## config.mk

```make
export PLATFORM = sky130hd
export DESIGN_NAME = health_tracker
export DESIGN_NICKNAME = d
export VERILOG_FILES = /design/src/rtl/health_tracker.sv
export SDC_FILE = /design/constraint.sdc
export NUM_CORES = 1
export LEC_CHECK = 0
export CAP_MARGIN = 10
export CORE_MARGIN = 8
export CORE_UTILIZATION = 54
export DETAILED_ROUTE_END_ITERATION = 6
export MAX_ROUTING_LAYER = met4
export PLACE_DENSITY = 0.81
export SYNTH_ARGS = -nofsm -noshare
export SYNTH_HDL_FRONTEND = slang
export SYNTH_SLANG_ARGS = --single-unit
```

## constraint.sdc

```tcl
create_clock -name Clk -period 2.4 [get_ports Clk]
set_input_delay 0.36 -clock Clk [delete_from_list [all_inputs] [get_ports Clk]]
set_output_delay 0.36 -clock Clk [all_outputs]
set_load 0.1 [all_outputs]
```

## src/rtl/health_tracker.sv

```systemverilog
// Player/NPC hit-point tracker: one damage step per frame tick with per-character cooldown,
// registered death flags for stage_control and health-bar pixel flags for color_mapper.
module health_tracker #(
  parameter logic [7:0] MAX_HP          = 8'd100,
  parameter logic [7:0] DAMAGE          = 8'd10,
  parameter logic [5:0] COOLDOWN_FRAMES = 6'd30,
  parameter logic [9:0] BAR_Y           = 10'd20,
  parameter logic [9:0] BAR_H           = 10'd8,
  parameter logic [9:0] P_BAR_X         = 10'd20,
  parameter logic [9:0] N_BAR_X         = 10'd619
) (
  input  logic       Clk,
  input  logic       Reset,
  input  logic       frame_clk,
  input  logic       battle_l,
  input  logic       player_hit,
  input  logic       npc_hit,
  input  logic [9:0] DrawX,
  input  logic [9:0] DrawY,
  output logic [7:0] Player_HP,
  output logic [7:0] NPC_HP,
  output logic       Player_Dead,
  output logic       NPC_Dead,
  output logic       is_player_bar,
  output logic       is_npc_bar
);

  typedef enum logic [1:0] {StAlive, StCooldown, StDead} state_e;

  // Character index 0 is the player, 1 is the NPC.
  localparam int NumChar = 2;

  logic                    frame_clk_q;
  logic                    tick;
  logic [NumChar-1:0]      hit_ok;
  state_e                  state_q [NumChar];
  state_e                  state_d [NumChar];
  logic [NumChar-1:0][7:0] hp_q, hp_d;
  logic [NumChar-1:0][5:0] cnt_q, cnt_d;
  logic [NumChar-1:0]      pend_q, pend_d;
  logic [NumChar-1:0]      dead_q, dead_d;

  assign tick   = frame_clk & ~frame_clk_q;
  assign hit_ok = {npc_hit, player_hit} & {NumChar{battle_l}};

  always_ff @(posedge Clk) begin
    if (Reset) begin
      frame_clk_q <= 1'b0;
      for (int i = 0; i < NumChar; i++) begin
        state_q[i] <= StAlive;
        hp_q[i]    <= MAX_HP;
        cnt_q[i]   <= 6'd0;
        pend_q[i]  <= 1'b0;
        dead_q[i]  <= 1'b0;
      end
    end else begin
      frame_clk_q <= frame_clk;
      state_q     <= state_d;
      hp_q        <= hp_d;
      cnt_q       <= cnt_d;
      pend_q      <= pend_d;
      dead_q      <= dead_d;
    end
  end

  always_comb begin
    logic [7:0] new_hp;
    new_hp = 8'd0;
    for (int i = 0; i < NumChar; i++) begin
      state_d[i] = state_q[i];
      hp_d[i]    = hp_q[i];
      cnt_d[i]   = cnt_q[i];
      dead_d[i]  = dead_q[i];
      // A contact level lasting many clocks collapses into one hit for the frame.
      pend_d[i]  = battle_l & ~tick & (pend_q[i] | hit_ok[i]);

      if (tick) begin
        unique case (state_q[i])
          StAlive: begin
            if (pend_q[i] || hit_ok[i]) begin
              new_hp  = (hp_q[i] > DAMAGE) ? hp_q[i] - DAMAGE : 8'd0;
              hp_d[i] = new_hp;
              if (new_hp == 8'd0) begin
                state_d[i] = StDead;
                dead_d[i]  = 1'b1;
                cnt_d[i]   = 6'd0;
              end else begin
                state_d[i] = StCooldown;
                cnt_d[i]   = COOLDOWN_FRAMES;
              end
            end
          end
          StCooldown: begin
            if (cnt_q[i] == 6'd1) begin
              state_d[i] = StAlive;
              cnt_d[i]   = 6'd0;
            end else begin
              cnt_d[i] = cnt_q[i] - 6'd1;
            end
          end
          StDead: begin
            hp_d[i]   = 8'd0;
            dead_d[i] = 1'b1;
          end
          default: begin
            state_d[i] = StAlive;
          end
        endcase
      end
    end
  end

  assign Player_HP   = hp_q[0];
  assign NPC_HP      = hp_q[1];
  assign Player_Dead = dead_q[0];
  assign NPC_Dead    = dead_q[1];

  // 11-bit arithmetic so neither bar edge can wrap.
  logic bar_rows;
  assign bar_rows = ({1'b0, DrawY} >= {1'b0, BAR_Y}) &&
                    ({1'b0, DrawY} <  {1'b0, BAR_Y} + {1'b0, BAR_H});

  assign is_player_bar = bar_rows &&
                         ({1'b0, DrawX} >= {1'b0, P_BAR_X}) &&
                         ({1'b0, DrawX} <  {1'b0, P_BAR_X} + {3'b000, hp_q[0]});

  assign is_npc_bar = bar_rows &&
                      ({1'b0, DrawX} <= {1'b0, N_BAR_X}) &&
                      ({1'b0, DrawX} + {3'b000, hp_q[1]} > {1'b0, N_BAR_X});

endmodule

```

-- After elaboration in Yosys (flattened, before gate mapping)
Index checks and enable logic that the tools add are counted.
- register bits: 37
- bits of input ports: 26
- output and inout bits: 20
- logic and storage cells: 98
- add/subtract/negate cells: 6
- $lt $le $gt $ge: 8
- equal/unequal tests: 12
- muxes and demuxes: 28
- bitwise logic cells: 11
- reduce and logical (&&, ||, !) cells: 23
- operator list (operator ; number):
    two-way mux 8 bit ; 4
    case mux 8 bit (2 select lines) ; 2
    two-way mux 6 bit ; 4
    case mux 6 bit (2 select lines) ; 2
    >= comparator 10 x 5 -> 1 bit, second input constant ; 2
    > comparator 8 x 4 -> 1 bit, second input constant ; 2
    zero test 8 bit ; 2
    AND reduction 4 bit ; 4
    subtractor 8 x 4 -> 8 bit, second input constant ; 2
    == test 6 x 1 -> 1 bit, second input constant ; 2
    two-way mux 2 bit ; 6
    != test 2 bit, second input constant ; 6
    case mux 2 bit (3 select lines) ; 2
    AND reduction 3 bit ; 4
    subtractor 6 x 1 -> 6 bit, second input constant ; 2
    adder 10 x 8 -> 11 bit ; 1
    > comparator 11 x 10 -> 1 bit, second input constant ; 1
    <= comparator 10 bit, second input constant ; 1
    less-than comparator 10 x 5 -> 1 bit, second input constant ; 1
    less-than comparator 10 x 9 -> 1 bit ; 1
    two-way mux 5 bit ; 2
    adder 5 x 8 -> 9 bit, first input constant ; 1
    nonzero test 2 bit ; 4
    logical AND 1 bit ; 5
    other kinds (10) ; 25

-- Depth between registers and ports, before layout
Gate-level depths: netlist (run 1).
- word-level depth: 6
- depth in mapped cells: 9

-- Worst setup path after synthesis (run 1)
Ideal clock, no wire load.
- path type: flip-flop to output port
- start: reg hp_q (netlist bit Player_HP[4])
- end: out is_player_bar
- data arrival time: 3923 ps
- slack: -1883 ps
- cell stages (with the launch flop): 9
- path buffers: 1
- cells stage by stage: dfxtp_1 clkbuf_1 a21oi_1 xor2_1 ha_1 a211oi_1 o21ai_1 a31o_2 a31oi_1
- word-level cells in the longest chain between the ends: 3
- ends and longest elaborated chain (element ; RTL line ; text):
    from (decl) ; 38 ; logic [NumChar-1:0][7:0] hp_q, hp_d;
    from (signal assigned) ; 59 ; hp_q <= hp_d;
    adder 5 x 8 -> 9 bit ; 125 ; ({1'b0, DrawX} < {1'b0, P_BAR_X} + {3'b000, hp_q[0]});
    less-than comparator 10 x 9 -> 1 bit ; 125 ;
    logical AND 1 bit ; 124 ; ({1'b0, DrawX} >= {1'b0, P_BAR_X}) &&
    to (decl) ; 24 ; output logic is_player_bar,
Every way passes these cells.

-- Final worst setup path (run 1)
- start: in DrawX[2]
- end: out is_npc_bar
- word-level cells in the longest chain between the ends: 3
- elaborated cells on any way between the ends: 5
- ends and longest elaborated chain (element ; RTL line ; text):
    from (decl) ; 18 ; input logic [9:0] DrawX,
    adder 10 x 8 -> 11 bit or <= comparator 10 bit (tied branches) ; 129, 128 ;
    > comparator 11 x 10 -> 1 bit or logical AND 1 bit (tied branches) ; 129, 127 ;
    logical AND 1 bit (*) ; 128 ; ({1'b0, DrawX} <= {1'b0, N_BAR_X}) &&
    to (decl) ; 25 ; output logic is_npc_bar
Mark *: on every way between the ends. The rest lies on a longest branch, timed or not.

==> summary.md, run 1 <==
| Metric | Value |
|---|---|
| Hold-fix buffers, CTS | `0` |
| Critical Path RT | `approximately 2.0 ns` |
| Share of layout cells above drive strength 1 | `a little under a quarter` |
| Maximum clock rate | `0.367 GHz` |
| Via Count | `~2900` |
| Sw frac | `a little over a third` |
| CP endpoint | `is_npc_bar` |
| HP Class | `reg2reg` |
| Worst-path cell chain | `clkdlybuf4s50_1, ha_1, a21o_1, a21oi_2, o21ai_1, a31oi_1, mux2i_1, a31oi_4, buf_12` |
| Critical Path Max Stage Delay | `roughly 0.45 ns` |
| Synth Warn # | `0` |
| Worst slew pin tran | `approximately 0.55 ns` |
| Crit-path max FO | `3` |
| Setup violators final | `2` |
| Ys async rst share | `0%` |
| Clock slew seen by the registers of the worst setup and hold paths | `about 0.070 ns` |
| Flop pwr share | `about two fifths` |
| Drt wl/cell | `between 15 and 20 µm` |
| Post-synth EDFFs | `0` |
| Fin crit share | `114%` |
| CTS H-tree depth | `2` |
| First-pass DRT Iterations | `5` |
| Cells on worst reg2reg path | `8` |
| CTS Buffer Depth | `2` |
| P&R area growth vs syn | `36.6%` |
| Failing checks | `negative setup slack` |
| Clock Power Share | `a little over a quarter` |
| Mapped Avg Cell Area | `7.81 µm²` |
| CP max-delay cell | `clkdlybuf4s50_1` |
| First-pass GRT wire length | `between 10 and 15 mm` |
| Wire length on met3 | `roughly 410 µm` |
| Mapped Cells | `about 340` |
| Tmin final | `approximately 2.7 ns` |
| Comb pwr share | `between 30% and 40%` |
| Iter 0 DRT Violations | `190` |
| Synth cell types | `between 50 and 60` |
| Count of pins over their slew limit | `0` |
| Syn Std Cell Area | `around 2700 µm²` |
| Dominant cells by area after synthesis | `dfxtp_1, ha_1, a21oi_1` |
| Worst skew pair latency | `0.30 ns` |
| Internal Power | `approximately 1.1 mW` |
| Die height | `86.5 µm` |
| Register bit count reported by yosys | `37` |
| Yosys top cell area share | `27.6%` |
| Routed wl met2 | `about 3.8 mm` |
| Final Net Count | `roughly 470` |
| Port buffer count | `43` |
| Worst Setup SP | `DrawX[2]` |
| Most frequent cells in the layout | `buf_4, nor2_1, a21oi_1, o21ai_0, dfxtp_1` |
| Met1 WL | `around 3.4 mm` |
| Maxcap violations | `0` |
| Reg2Reg Setup Slack | `roughly 0.17 ns` |
| Commonest non-fill, non-tap cell in the layout | `buf_4` |
| Final wirelength | `7.80 mm` |
| Largest area contributor in the netlist | `dfxtp_1` |
| Initial Util | `a little under three fifths` |
| Worst VDD drop | `between 0.0005 and 0.0006 V` |
| Total global routing track utilization | `22.1%` |
| CORE AREA | `about 4800 µm²` |
| Diode count | `0` |
| Final Hold Fails | `0` |
| Reg2reg start | `Player_HP[2]` |
| Status | `finished with violations` |
| Die ar. | `7470 µm²` |
| Vias in the first global route | `2825` |
| Critical Path AT | `approximately 2.4 ns` |
| Net Switching | `625 µW` |
| Crit path kind | `in2out` |
| Initial antenna violation count | `0` |
| Unrepaired setup endpoints after global routing | `true` |
| Placed insts | `~470` |
| Clk sinks | `37` |
| CP Capture Type | `output pin` |
| Syn_nets | `around 390` |
| Top Layer Used | `met4` |
| GPL Wtd Cong | `~0.86` |
| Post-route ant nets | `0` |
| Row cnt | `25` |
| Normalized max-slew margin | `between 60% and 70%` |
| FILL cells | `approximately 360` |
| Place WS | `-0.576 ns` |
| Startpoint types | `input port` |
| CTS Buf Count | `5` |
| Clock root buffer | `clkbuf_8` |
| Die width | `86.5 µm` |
| Power per cell area | `475 nW/µm²` |
| Reg-to-reg endpoint | `cnt_q[2]` |
| Final WS setup | `-0.328 ns` |
| Largest net degree at the start of global routing | `34` |
| Routed vias/inst | `roughly 6` |
| CTS tree | `done` |
| HPWL after DPL | `about 5.6 mm` |
| GRT overflow | `0` |
| Post-synthesis sequential area ratio | `~28%` |
| Leakage power | `roughly 1.5 nW` |
| Worst-case clock skew | `~0.005 ns` |
| Io pins | `46` |
| Ys flop type | `dfxtp_1` |
| Non-filler cells, final | `a little under 500` |
| DRC viols | `0` |
worst min path at each step:
stage,cells after the start,to,start
after floorplan,2,pend_q[0],pend_q[0]
after global placement,2,pend_q[0],pend_q[0]
after detailed placement,2,pend_q[0],pend_q[0]
after CTS,2,pend_q[0],pend_q[0]
after global routing,2,pend_q[0],pend_q[0]
final,2,pend_q[0],pend_q[0]
sequential cells by signal, indices dropped and copies added, names as in the netlist:
name / cells
Player_HP: 8
cnt_q: 12
frame_clk_q: 1
NPC_HP: 8
pend_q: 2
dead_q: 2
state_q: 4
critical path, delay by kind of cell:
| family | cells | cell delay (ns) |
|---|---|---|
| AO/OA/AOI/OAI | 5 | 0.74 |
| buffers and inverters | 2 | 0.64 |
| adder cells (fa/ha/maj) | 1 | 0.33 |
| multiplexers | 1 | 0.31 |
power groups by stage:
stage / Combinational [mW] / Sequential [mW] / Clock (mW)
CTS: 0.567 / 0.690 / 0.468
detailed placement: 0.550 / 0.703 / 0
finish: 0.582 / 0.692 / 0.463
floorplan: 0.296 / 0.779 / 0
global placement: 0.532 / 0.701 / 0
global route: 0.634 / 0.698 / 0.497
per-layer routing:
metal	GRT usage (%)	up-vias
li1	-	1433
met1	25.0	1368
met2	37.6	99
met3	4.63	22
met4	7.98	0
met5	-	-
area by class of cell:
cell class | count | area, µm² | area share (%)
Inverter | 17 | 63.8 | 1.74
Multi-Input combinational cell | 277 | 1970 | 53.9
Timing Repair Buffer | 78 | 662 | 18.1
Clock buffer | 6 | 82.6 | 2.26
Tap cell | 67 | 83.8 | 2.29
Sequential cell | 37 | 787 | 21.5
Clock inverter | 2 | 8.76 | 0.239
metrics by stage:
| stage | area (µm²) | total power [mW] | utilization (%) | hold WS [ns] | setup TNS (ns) |
|---|---|---|---|---|---|
| after detailed placement | 3450 | 1.25 | 72.6 | 0.456 | -0.815 |
| after global routing | 3660 | 1.83 | 77.0 | 0.505 | -0.644 |
| after CTS | 3630 | 1.73 | 76.4 | 0.473 | -0.449 |
| final | 3660 | 1.74 | 77.0 | 0.473 | -0.472 |
| after floorplan | 2790 | 1.07 | - | 0.436 | -0.607 |
| after global placement | 3450 | 1.23 | 72.6 | 0.451 | -0.751 |
timing repair:
item                                    4_1_cts  5_1_grt
gates resized for setup                      23        4
endpoints found under the setup margin        2        2
gates cloned                                  0        0
setup buffers                                 3        1
pin swaps                                    12        3
hold endpoints to repair                      0        0
cell usage after synthesis, drive strengths merged, types with 2 or more instances:
cell and n:
o211ai 2, nor4b 3, nand3b 2, ha 24
inv 17, nor4 6, a21oi 37, a221o 4
nor2 43, nand2b 9, xor2 5, a31oi 5
a221oi 3, o21ai 35, o21a 3, a211oi 8
nor2b 6, a41oi 2, nor3 13, a31o 2
or4 2, a32oi 2, xnor2 7, dfxtp 37
a21o 11, clkbuf 12, nand2 11, a311oi 2
or3 3, a41o 2, nand3 5
logic make-up (layout without fill, tap and decap cells):
kind of cell / count (synthesis) / after routing / share of synthesized area [%]
multiplexers: 1 / 1 / 0.373
XOR/XNOR: 12 / 12 / 3.92
AND/OR/NAND/NOR: 108 / 108 / 20.3
AO/OA/AOI/OAI: 131 / 131 / 31.8
buffers and inverters: 29 / 103 / 4.06
flip-flops: 37 / 37 / 27.6
adder cells (fa/ha/maj): 25 / 25 / 12.0
Power figures use the tool's default switching activity.
==> run 2, diff against run 1 <==
--- a/config.mk
+++ b/config.mk
@@ -6,9 +6,10 @@
 export NUM_CORES = 1
 export LEC_CHECK = 0
 export CAP_MARGIN = 10
-export CORE_MARGIN = 8
+export CORE_MARGIN = 2
 export CORE_UTILIZATION = 54
 export DETAILED_ROUTE_END_ITERATION = 6
+export GPL_TIMING_DRIVEN = 1
 export MAX_ROUTING_LAYER = met4
 export PLACE_DENSITY = 0.81
 export SYNTH_ARGS = -nofsm -noshare
==> summary.md, run 2 (same netlist as run 1, synthesis figures left out) <==
| Metric | Value |
|---|---|
| Non-filler cells, final | `483 (-0.21%)` |
| P&R area growth vs syn | `36.6% (about the same)` |
| Max reg flops | `12 (unchanged)` |
| Initial antenna violation count | `0 (unchanged)` |
| Vias in the first global route | `2744 (-2.9%)` |
| Design area | `3660 µm² (about the same)` |
| CP Capture Type | `output pin` |
| Die height | `74.5 µm (-14%)` |
| Count of pins over their slew limit | `0 (unchanged)` |
| HPWL after DPL | `5.20 mm (-6.3%)` |
| Critical Path AT | `2.37 ns (about the same)` |
| Die ar. | `5540 µm² (-26%)` |
| Final Net Count | `466 (-0.21%)` |
| Iter 0 DRT Violations | `167 (-12%)` |
| Commonest non-fill, non-tap cell in the layout | `buf_4` |
| Largest net degree at the start of global routing | `34 (unchanged)` |
| CTS H-tree depth | `2 (unchanged)` |
| Total global routing track utilization | `28.9% (+6.7 points)` |
| Clk sinks | `37 (unchanged)` |
| CTS Buffer Depth | `2 (unchanged)` |
| Post-route ant nets | `0 (unchanged)` |
| Startpoint types | `input port` |
| CTS tree | `done` |
| Crit-path max FO | `4 (+1)` |
| Die width | `74.5 µm (-14%)` |
| GR peak layer | `met2` |
| Status | `finished with violations` |
| Worst skew pair latency | `0.29 ns (about the same)` |
| Final wirelength | `7.31 mm (-6.3%)` |
| Clock root buffer | `clkbuf_8` |
| Hold Slack | `0.487 ns (+0.0138 ns)` |
| First-pass GRT wire length | `12.3 mm (-6.8%)` |
| CORE AREA | `4750 µm² (unchanged)` |
| Most frequent cells in the layout | `buf_4, nor2_1, a21oi_1, o21ai_0, dfxtp_1` |
| First-pass DRT Iterations | `4 (-1)` |
| Clock slew seen by the registers of the worst setup and hold paths | `0.07 ns (about the same)` |
| Normalized max-slew margin | `66.4% (+3.2 points)` |
| GRT overflow | `0 (unchanged)` |
| Drt wl/cell | `15.1 µm (-6.1%)` |
| Hold-fix buffers, CTS | `0 (unchanged)` |
| Maximum clock rate | `0.366 GHz (-0.11%)` |
| DRC viols | `0 (unchanged)` |
| Routed vias/inst | `6.01 (-0.44%)` |
| Unrepaired setup endpoints after global routing | `true` |
| Worst-case clock skew | `0.00619 ns (+0.00107 ns)` |
| Grt met2 use | `48.6% (+11 points)` |
| Maxcap violations | `0 (unchanged)` |
| Power per cell area | `466 nW/µm² (-1.8%)` |
| Diode count | `0 (unchanged)` |
| Row cnt | `25 (unchanged)` |
| Via Count | `2903 (-0.65%)` |
| Worst VDD drop | `0.000364 V (-36%)` |
| Setup violators final | `2 (unchanged)` |
| Leakage power | `1.50 nW (+0.12%)` |
| Io pins | `46 (unchanged)` |
| Routing usage on met1 | `34.5% (+9.5 points)` |
| Final Power | `1.71 mW (-1.8%)` |
| HP Class | `reg2reg` |
| Area post-placement | `3440 µm² (-0.43%)` |
| FILL cells | `336 (-7.2%)` |
| CTS Buf Count | `5 (unchanged)` |
| Critical Path RT | `2.04 ns (about the same)` |
| Port buffer count | `43 (unchanged)` |
| Placed insts | `470 (-0.42%)` |
| Final WS setup | `-0.330 ns (-0.00293 ns)` |
| Fin crit share | `114% (+0.12 points)` |
| Crit path kind | `in2out` |
| Largest Register | `cnt_q` |
| Final Hold Fails | `0 (unchanged)` |
| Initial Util | `56.4% (unchanged)` |
| Failing checks | `negative setup slack` |
| M3 GR Usage | `5.96% (+1.3 points)` |
| Worst slew pin tran | `0.500 ns (-0.0471 ns)` |
| Share of layout cells above drive strength 1 | `24.0% (+0.30 points)` |
| GPL Wtd Cong | `0.892 (+3.5%)` |
| Tmin final | `2.73 ns (+0.00293 ns)` |
## run 2: final timing paths
check,startpoint,to,slack (ns),cells after the start
max,DrawX[4],is_npc_bar,-0.33,9
min,dead_q[0],dead_q[0],0.49,1
max reg2reg,Player_HP[1],cnt_q[2],0.25,8
min reg2reg,dead_q[0],dead_q[0],0.49,1
## run 2: metal layers
layer | wire (µm) | vias to the layer above
met1 | 3110 | 1363
met3 | 467 | 12
met5 | 0 | -
met2 | 3630 | 105
met4 | 99 | 0
li1 | - | 1423
## run 2: report_power, final
part,internal (mW),switching [mW]
Combinational,0.248,0.340
Clock,0.201,0.225
Sequential,0.643,0.0488
## run 2: cell type report
cell class | instances | area (µm²) | area share (%)
flip-flops and latches | 37 | 787 | 21.5
inverters | 17 | 63.8 | 1.74
repair buffers | 77 | 656 | 17.9
multi-input cells | 277 | 1990 | 54.3
well taps | 67 | 83.8 | 2.29
clock buffers | 6 | 72.6 | 1.98
clock inverters | 2 | 10.0 | 0.273
## run 2: stage by stage
| stage | util [%] | TNS (ns) | worst slack [ns] |
|---|---|---|---|
| after floorplan | - | -0.607 | -0.321 |
| after global placement | 72.3 | -0.767 | -0.520 |
| after detailed placement | 72.3 | -0.813 | -0.547 |
| after CTS | 77.1 | -0.427 | -0.312 |
| after global routing | 77.0 | -0.759 | -0.440 |
| final | 77.0 | -0.507 | -0.330 |
## run 2: critical path, cell delays in order
cell and delay, ns:
clkdlybuf4s50_1 0.44, ha_1 0.35, a21oi_1 0.18, o21ai_0 0.13
a31o_2 0.29, o311ai_1 0.23, buf_4 0.16, a31oi_4 0.03
buf_12 0.19
## run 2: timing repair
| item | CTS | global route |
|---|---|---|
| buffers inserted | 5 | 0 |
| setup endpoints to repair | 2 | 2 |
| pin swaps | 14 | 3 |
| gates resized for setup | 29 | 1 |
